[src/rtl/rf_wb_arbiter.sv]
// Register-file writeback arbiter: NUM_REQ valid/ready sources share one write port.
// Round-robin by default; define RF_WB_FIXED_PRIO_EN for fixed lowest-index priority.
`ifndef ARCH_WIDTH
`define ARCH_WIDTH 32
`endif

module rf_wb_arbiter #(
   parameter int NUM_REQ = 3,
   parameter int DATA_W  = `ARCH_WIDTH,
   parameter int IDX_W   = $clog2(NUM_REQ)
) (
   input  logic                      clk,
   input  logic                      rst,
   input  logic [NUM_REQ-1:0]        req_valid,
   output logic [NUM_REQ-1:0]        req_ready,
   input  logic [NUM_REQ*5-1:0]      req_rd,
   input  logic [NUM_REQ*DATA_W-1:0] req_data,
   input  logic                      hold,
   output logic                      rf_we,
   output logic [4:0]                rf_rd,
   output logic [DATA_W-1:0]         rf_data,
   output logic [IDX_W-1:0]          grant_id
);

   logic [NUM_REQ-1:0] gnt_oh;
   logic [IDX_W-1:0]   gnt_idx;
   logic               gnt_found;
   logic [4:0]         sel_rd;
   logic [DATA_W-1:0]  sel_data;
   logic               xfer;

`ifdef RF_WB_FIXED_PRIO_EN
   // Lowest-index valid requester wins; scan downward so index 0 overrides
   always_comb begin
      gnt_oh    = '0;
      gnt_idx   = '0;
      gnt_found = 1'b0;
      for (int i = NUM_REQ - 1; i >= 0; i--) begin
         if (req_valid[i]) begin
            gnt_oh    = '0;
            gnt_oh[i] = 1'b1;
            gnt_idx   = IDX_W'(i);
            gnt_found = 1'b1;
         end
      end
   end
`else
   logic [IDX_W-1:0] ptr;

   // Round-robin search starting just after the last granted requester
   always_comb begin
      gnt_oh    = '0;
      gnt_idx   = '0;
      gnt_found = 1'b0;
      for (int k = 1; k <= NUM_REQ; k++) begin
         int j;
         j = (int'(ptr) + k) % NUM_REQ;
         if (!gnt_found && req_valid[j]) begin
            gnt_oh[j] = 1'b1;
            gnt_idx   = IDX_W'(j);
            gnt_found = 1'b1;
         end
      end
   end

   // Pointer follows every accepted request, including rd=0 writes
   always_ff @(posedge clk or negedge rst) begin
      if (!rst)
         ptr <= IDX_W'(NUM_REQ - 1);
      else if (xfer)
         ptr <= gnt_idx;
   end
`endif

   // Ready is the grant gated by hold; never looks at rd or data
   always_comb begin
      req_ready = '0;
      if (!hold && gnt_found)
         req_ready = gnt_oh;
   end

   assign xfer = |(req_valid & req_ready);

   // One-hot mux of the winner's destination and data
   always_comb begin
      sel_rd   = '0;
      sel_data = '0;
      for (int i = 0; i < NUM_REQ; i++) begin
         if (gnt_oh[i]) begin
            sel_rd   = req_rd[5*i +: 5];
            sel_data = req_data[DATA_W*i +: DATA_W];
         end
      end
   end

   // Register the accepted write; rf_rd is forced to 0 whenever rf_we is low
   // because reg_file bypasses on any nonzero rd match
   always_ff @(posedge clk or negedge rst) begin
      if (!rst) begin
         rf_we    <= 1'b0;
         rf_rd    <= '0;
         rf_data  <= '0;
         grant_id <= '0;
      end else if (xfer) begin
         rf_we    <= (sel_rd != 5'd0);
         rf_rd    <= sel_rd;
         rf_data  <= sel_data;
         grant_id <= gnt_idx;
      end else begin
         rf_we <= 1'b0;
         rf_rd <= '0;
      end
   end

endmodule

[config.mk]
export PLATFORM = sky130hd
export DESIGN_NAME = rf_wb_arbiter
export DESIGN_NICKNAME = d
export VERILOG_FILES = /design/src/rtl/rf_wb_arbiter.sv
export SDC_FILE = /design/constraint.sdc
export NUM_CORES = 1
export LEC_CHECK = 0
export ABC_AREA = 1
export CAP_MARGIN = 20
export CORE_UTILIZATION = 40
export CTS_CLUSTER_SIZE = 16
export DETAILED_ROUTE_END_ITERATION = 6
export GPL_TIMING_DRIVEN = 0
export PLACE_DENSITY = 0.94
export RECOVER_POWER = 25
export SLEW_MARGIN = 40
export SYNTH_ARGS = -nofsm -noshare
export SYNTH_HDL_FRONTEND = slang
export SYNTH_SLANG_ARGS = --single-unit
export TNS_END_PERCENT = 10
[constraint.sdc]
create_clock -name clk -period 4.3 [get_ports clk]
set_clock_uncertainty 0.15 [all_clocks]
set_input_delay 0.86 -clock clk [delete_from_list [all_inputs] [get_ports clk]]
set_output_delay 0.86 -clock clk [all_outputs]
set_load 0.05 [all_outputs]
After elaboration in Yosys (flattened, before gate mapping)
Index checks and enable logic that the tools add are counted.
- flip-flop bits (word level): 42
- output and inout bits: 43
- word-level logic and storage cells: 64
- add/subtract/negate cells: 3
- divide/modulo/power cells: 3
- $lt $le $gt $ge: 6
- multiplexer cells: 33
- bitwise gates (word level): 3
- reductions and logical operators: 11
- operators with widths (cell ; count):
    >= comparator 32 x 1 -> 1 bit (second input constant) ; 3
    less-than comparator 32 x 4 -> 1 bit (second input constant) ; 3
    remainder unit 32 x 3 -> 32 bit (second input constant) ; 3
    two-way mux 32 bit ; 3
    two-way mux 5 bit ; 4
    two-way mux 1 bit ; 13
    two-way mux 3 bit ; 4
    adder 2 x 2 -> 3 bit (second input constant) ; 2
    binary-select mux 1 bit (select 2 bit) ; 3
    demux 1 bit (select 2 bit) ; 3
    logical AND 1 bit ; 6
    two-way mux 2 bit ; 3
    OR 3 bit ; 2
    nonzero test 5 bit ; 1
    adder 2 x 1 -> 3 bit (second input constant) ; 1
    AND 3 bit ; 1
    logical NOT 1 bit ; 3
    OR reduction 3 bit ; 1

Longest topological paths before layout
- depth after elaboration: 17
- depth in mapped cells: 19

Least setup slack after synthesis
OpenSTA, ideal clock, no wires.
- path kind: input to output
- start: input port req_valid[2]
- end: output port req_ready[0]
- arrival: 2.134 ns
- required time: 3.290 ns
- path slack: 1.156 ns
- stages on the path: 5
- buffers on the path: 0
- path through: nand3_1 > inv_2 > a21oi_2 > nand4_1 > a21oi_1
- cells in the longest elaborated chain, start to end: 12
- elaborated cells between the ends (all ways): 23
- classes of those cells: mux: 16; bitwise: 2; reduce/logical: 5
- RTL lines (what ; line ; RTL):
    from (decl) ; 14 ; input logic [NUM_REQ-1:0] req_valid,
    binary-select mux 1 bit (select 2 bit) ; 58 ; if (!gnt_found && req_valid[j]) begin
    two-way mux 1 bit (implied by the code) (2 in a row) ; 58 ;
    two-way mux 1 bit ; 58 ;
    logical NOT 1 bit ; 58 ;
    logical AND 1 bit ; 58 ;
    two-way mux 1 bit ; 58 ;
    logical NOT 1 bit ; 58 ;
    logical AND 1 bit ; 58 ;
    two-way mux 1 bit ; 58 ;
    logical AND 1 bit ; 78 ; if (!hold && gnt_found)
    two-way mux 3 bit (*) ; 78 ;
    to (decl) ; 15 ; output logic [NUM_REQ-1:0] req_ready,
Every way passes the cells marked *; elsewhere a longest branch is shown, timed or not. The select of a mux whose other input is x is not followed.

Final worst setup path
- start: input port req_valid[1]
- end: output port req_ready[1]
Same word-level chain as after synthesis.

==> report_table.html <==
<table>
<tr><th>Metric</th><th>Value</th></tr>
<tr><th colspan="2">Global routing</th></tr>
<tr><td>Global-route wire length before repair</td><td>13.48 mm</td></tr>
<tr><td>Via count of the first global-routing pass</td><td>3,020</td></tr>
<tr><td>Congestion Overflow GR</td><td>0</td></tr>
<tr><td>Number of antenna violations at the first check in global routing</td><td>0</td></tr>
<tr><td>Largest net degree at the start of global routing</td><td>42</td></tr>
<tr><td>Overall fraction of global-route tracks in use</td><td>0.2638</td></tr>
<tr><th colspan="2">Clock tree</th></tr>
<tr><td>TritonCTS clock tree</td><td>yes</td></tr>
<tr><td>Inserted Clock Buffers</td><td>5</td></tr>
<tr><td>Register clock-pin slew on the reported worst setup and hold paths</td><td>80 ps</td></tr>
<tr><td>Clock root buffer</td><td>sky130_fd_sc_hd__clkbuf_8</td></tr>
<tr><td>Setup Buffers After CTS</td><td>0</td></tr>
<tr><td>Quantity of hold-fixing buffers added after cts</td><td>0</td></tr>
<tr><td>Number of clock sinks</td><td>a little over 40</td></tr>
<tr><td>H-tree lvl count</td><td>2</td></tr>
<tr><td>Max Buffers Root-to-Sink</td><td>2</td></tr>
<tr><td>Worst-skew pair later-pin latency</td><td>just under 300 ps</td></tr>
<tr><th colspan="2">Status</th></tr>
<tr><td>Violated checks</td><td>max-capacitance violations, max-slew violations</td></tr>
<tr><td>Outcome</td><td>finished, violations left</td></tr>
<tr><th colspan="2">Route</th></tr>
<tr><td>Initial DRC Count</td><td>139</td></tr>
<tr><td>Via count of the routed design</td><td>3,177</td></tr>
<tr><td>Antenna viol nets, final</td><td>0</td></tr>
<tr><td>Overall routed net length</td><td>8.920 mm</td></tr>
<tr><td>Detailed-routing iteration count for the pre-antenna-repair pass</td><td>5</td></tr>
<tr><td>Via count normalized by instance count</td><td>between 5 and 6</td></tr>
<tr><td>Detailed-route wire length per cell</td><td>14.62 um</td></tr>
<tr><td>Drc violations</td><td>0</td></tr>
<tr><th colspan="2">Place</th></tr>
<tr><td>Placed cell area</td><td>0.004278 sq mm</td></tr>
<tr><td>Routability Congestion</td><td>0.8580</td></tr>
<tr><td>Count of port buffers added during placement</td><td>159</td></tr>
<tr><td>Post-detailed-placement half-perimeter wirelength</td><td>6.924 mm</td></tr>
<tr><th colspan="2">Cells and area</th></tr>
<tr><td>Syn-to-layout area delta</td><td>69.43%</td></tr>
<tr><td>Fraction of layout instances using a drive strength above 1</td><td>0.08785</td></tr>
<tr><td>Antenna Cells</td><td>0</td></tr>
<tr><td>Design area</td><td>0.004397 sq mm</td></tr>
<tr><td>Layout fillers</td><td>492</td></tr>
<tr><td>Number of nets in the layout</td><td>between 600 and 700</td></tr>
<tr><th colspan="2">Min path</th></tr>
<tr><td>Min-Delay Path Class</td><td>flop to flop</td></tr>
<tr><th colspan="2">Timing</th></tr>
<tr><td>Total negative slack for setup checks</td><td>0 ps</td></tr>
<tr><td>Highest attainable clock frequency</td><td>0.2448 GHz</td></tr>
<tr><td>Count of final hold-check violations</td><td>0</td></tr>
<tr><td>Clock period minus final worst setup slack</td><td>4085 ps</td></tr>
<tr><td>Transition at the pin with the smallest max-transition slack</td><td>2152 ps</td></tr>
<tr><td>RSZ-0062 raised after global routing</td><td>no</td></tr>
<tr><td>Finish-stage setup viols</td><td>0</td></tr>
<tr><td>Worst rel slew slack</td><td>-0.4346</td></tr>
<tr><td>Number of slew-limit violations in the final report</td><td>42</td></tr>
<tr><td>Period Utilization, post-route</td><td>0.9500</td></tr>
<tr><th colspan="2">Floorplan</th></tr>
<tr><td>Die height</td><td>82.55 um</td></tr>
<tr><td>Die outline area</td><td>just under 0.007 sq mm</td></tr>
<tr><td>Site row count</td><td>28</td></tr>
<tr><td>Top Ports</td><td>160</td></tr>
<tr><td>Horizontal die dimension</td><td>82.55 um</td></tr>
<tr><td>Initial core utilization</td><td>0.4257</td></tr>
<tr><td>CORE AREA</td><td>0.006096 sq mm</td></tr>
<tr><th colspan="2">Logic synthesis</th></tr>
<tr><td>Share of async-settable or async-resettable flops after synthesis</td><td>1.000</td></tr>
<tr><td>Post-synthesis sequential element count</td><td>41</td></tr>
<tr><td>Sequential area share after synthesis</td><td>0.3959</td></tr>
<tr><td>Post-synthesis instance area</td><td>0.002595 sq mm</td></tr>
<tr><td>Mapped Nets</td><td>between 400 and 500</td></tr>
<tr><td>Cells taking the most area after synthesis</td><td>sky130_fd_sc_hd__dfrtp_1, sky130_fd_sc_hd__nand2_1, sky130_fd_sc_hd__o21ai_0, sky130_fd_sc_hd__nand3_1, sky130_fd_sc_hd__a21oi_1</td></tr>
<tr><td>Cells after synthesis</td><td>368</td></tr>
<tr><td>Share of the synthesized area in the top cell type</td><td>0.3857</td></tr>
<tr><td>Primary flip-flop cell chosen by synthesis mapping</td><td>sky130_fd_sc_hd__dfrtp_1</td></tr>
<tr><td>Post-synth EDFFs</td><td>0</td></tr>
<tr><td>Post-synth cell types</td><td>23</td></tr>
<tr><td>Cell types with the highest counts after synthesis</td><td>sky130_fd_sc_hd__nand2_1, sky130_fd_sc_hd__o21ai_0, sky130_fd_sc_hd__nand3_1</td></tr>
<tr><td>Cell with the most instances after synthesis</td><td>sky130_fd_sc_hd__nand2_1</td></tr>
<tr><td>Ys Warns</td><td>0</td></tr>
<tr><td>Cell accounting for the most synthesized area</td><td>sky130_fd_sc_hd__dfrtp_1</td></tr>
<tr><td>Post-synthesis average cell area</td><td>roughly 7 sq um</td></tr>
<tr><th colspan="2">Worst setup path</th></tr>
<tr><td>Required @ worst endpoint</td><td>3290 ps</td></tr>
<tr><td>Worst r2r src</td><td>ptr[0]$_DFFE_PN0P_</td></tr>
<tr><td>Worst Setup EP</td><td>req_ready[1]</td></tr>
<tr><td>Worst Reg-to-Reg Cells</td><td>15</td></tr>
<tr><td>CP startpoint</td><td>req_valid[1]</td></tr>
<tr><td>Setup slack of the worst register-to-register path</td><td>roughly 1300 ps</td></tr>
<tr><td>Critical path launch point type</td><td>input pin</td></tr>
<tr><td>Worst reg2reg path endpoint</td><td>rf_data[20]$_DFFE_PN0P_</td></tr>
<tr><td>Top fanout value on the critical path</td><td>7</td></tr>
<tr><td>Crit path capture type</td><td>output port</td></tr>
<tr><td>Arrival time at the worst endpoint</td><td>3070 ps</td></tr>
<tr><td>Class of the most critical setup path</td><td>input pin to output port</td></tr>
<tr><th colspan="2">Flow run</th></tr>
<tr><td>Count of max-cap constraint violations</td><td>1</td></tr>
</table>
-- through the flow --
step / utilization / instances / hold slack, ps / setup WS [ps]
global route: 0.7213 / 610 / 352.4 / 108.2
CTS: 0.7215 / 610 / 337.1 / 72.28
detailed placement: 0.7018 / 602 / 317.5 / 70.72
global placement: 0.7022 / 602 / 315.1 / 125.1
floorplan: - / 368 / 368.9 / 1156
finish: 0.7213 / 610 / 336.9 / 215.1
-- worst min path at each step --
stage,from,endpoint,slack (ps),cells past startpoint
finish,rf_data[27]$_DFFE_PN0P_,rf_data[27]$_DFFE_PN0P_,340,2
global route,rf_data[27]$_DFFE_PN0P_,rf_data[27]$_DFFE_PN0P_,350,2
CTS,rf_data[27]$_DFFE_PN0P_,rf_data[27]$_DFFE_PN0P_,340,2
detailed placement,rf_data[27]$_DFFE_PN0P_,rf_data[27]$_DFFE_PN0P_,320,2
global placement,rf_data[6]$_DFFE_PN0P_,rf_data[6]$_DFFE_PN0P_,320,2
floorplan,ptr[1]$_DFFE_PN1P_,ptr[1]$_DFFE_PN1P_,370,2
-- sequential cells by signal, indices dropped and copies added (netlist names) --
register and flops:
rf_data 32, rf_rd 5, ptr 2, grant_id 1
rf_we 1
-- cells by family after synthesis --
logic type,share of synthesized area
AO/OA/AOI/OAI,0.2314
adder cells (fa/ha/maj),0.01929
AND/OR/NAND/NOR,0.2724
buffers and inverters,0.08100
flip-flops,0.3959
-- critical path, cell delays in order --
cell and delay [ps]:
sky130_fd_sc_hd__clkdlybuf4s50_1 480, sky130_fd_sc_hd__nand2_1 120, sky130_fd_sc_hd__nand3_1 120, sky130_fd_sc_hd__nand2_2 160
sky130_fd_sc_hd__nand3_1 120, sky130_fd_sc_hd__nand2_1 80, sky130_fd_sc_hd__inv_1 40, sky130_fd_sc_hd__nand2_1 100
sky130_fd_sc_hd__nand2_1 110, sky130_fd_sc_hd__inv_1 70, sky130_fd_sc_hd__clkdlybuf4s50_1 810
-- final cells by class --
type	count	area (sq um)	area share
multi-input cells	280	1358	0.3088
well taps	75	93.84	0.02134
flip-flops and latches	41	1027	0.2336
clock inverters	2	37.54	0.008537
inverters	22	82.58	0.01878
repair buffers	159	1588	0.3611
plain buffers	25	127.6	0.02903
clock buffers	6	82.58	0.01878
-- what timing repair did --
action | in CTS | in global routing
endpoints found under the hold margin | 0 | 0
gates resized for setup | 0 | 1
endpoints found under the setup margin | 0 | 1
-- cell usage in the layout, fill, tap and decap left out, types with 3 or more instances in the layout --
cell type / count
sky130_fd_sc_hd__or2_2: 3
sky130_fd_sc_hd__buf_2: 12
sky130_fd_sc_hd__a21oi_2: 3
sky130_fd_sc_hd__ha_1: 4
sky130_fd_sc_hd__clkbuf_1: 10
sky130_fd_sc_hd__nor2_1: 3
sky130_fd_sc_hd__clkdlybuf4s50_1: 157
sky130_fd_sc_hd__dfrtp_1: 40
sky130_fd_sc_hd__clkbuf_8: 6
sky130_fd_sc_hd__inv_1: 16
sky130_fd_sc_hd__a21oi_1: 39
sky130_fd_sc_hd__inv_2: 6
sky130_fd_sc_hd__o21ai_2: 7
sky130_fd_sc_hd__nand2_1: 107
sky130_fd_sc_hd__o21ai_0: 62
sky130_fd_sc_hd__nand3_1: 45
-- metal layers --
metal / part of all wire / vias up / track usage
met4: 0.013 / 0 / 0.07414
li1: - / 1560 / -
met3: 0.087 / 14 / 0.06154
met5: 0 / - / 0
met1: 0.39 / 1452 / 0.2871
met2: 0.51 / 151 / 0.5050
Power is left out: the tool's default activity adds up to more than one toggle a clock period on the data nets, which glitch-free logic cannot reach.
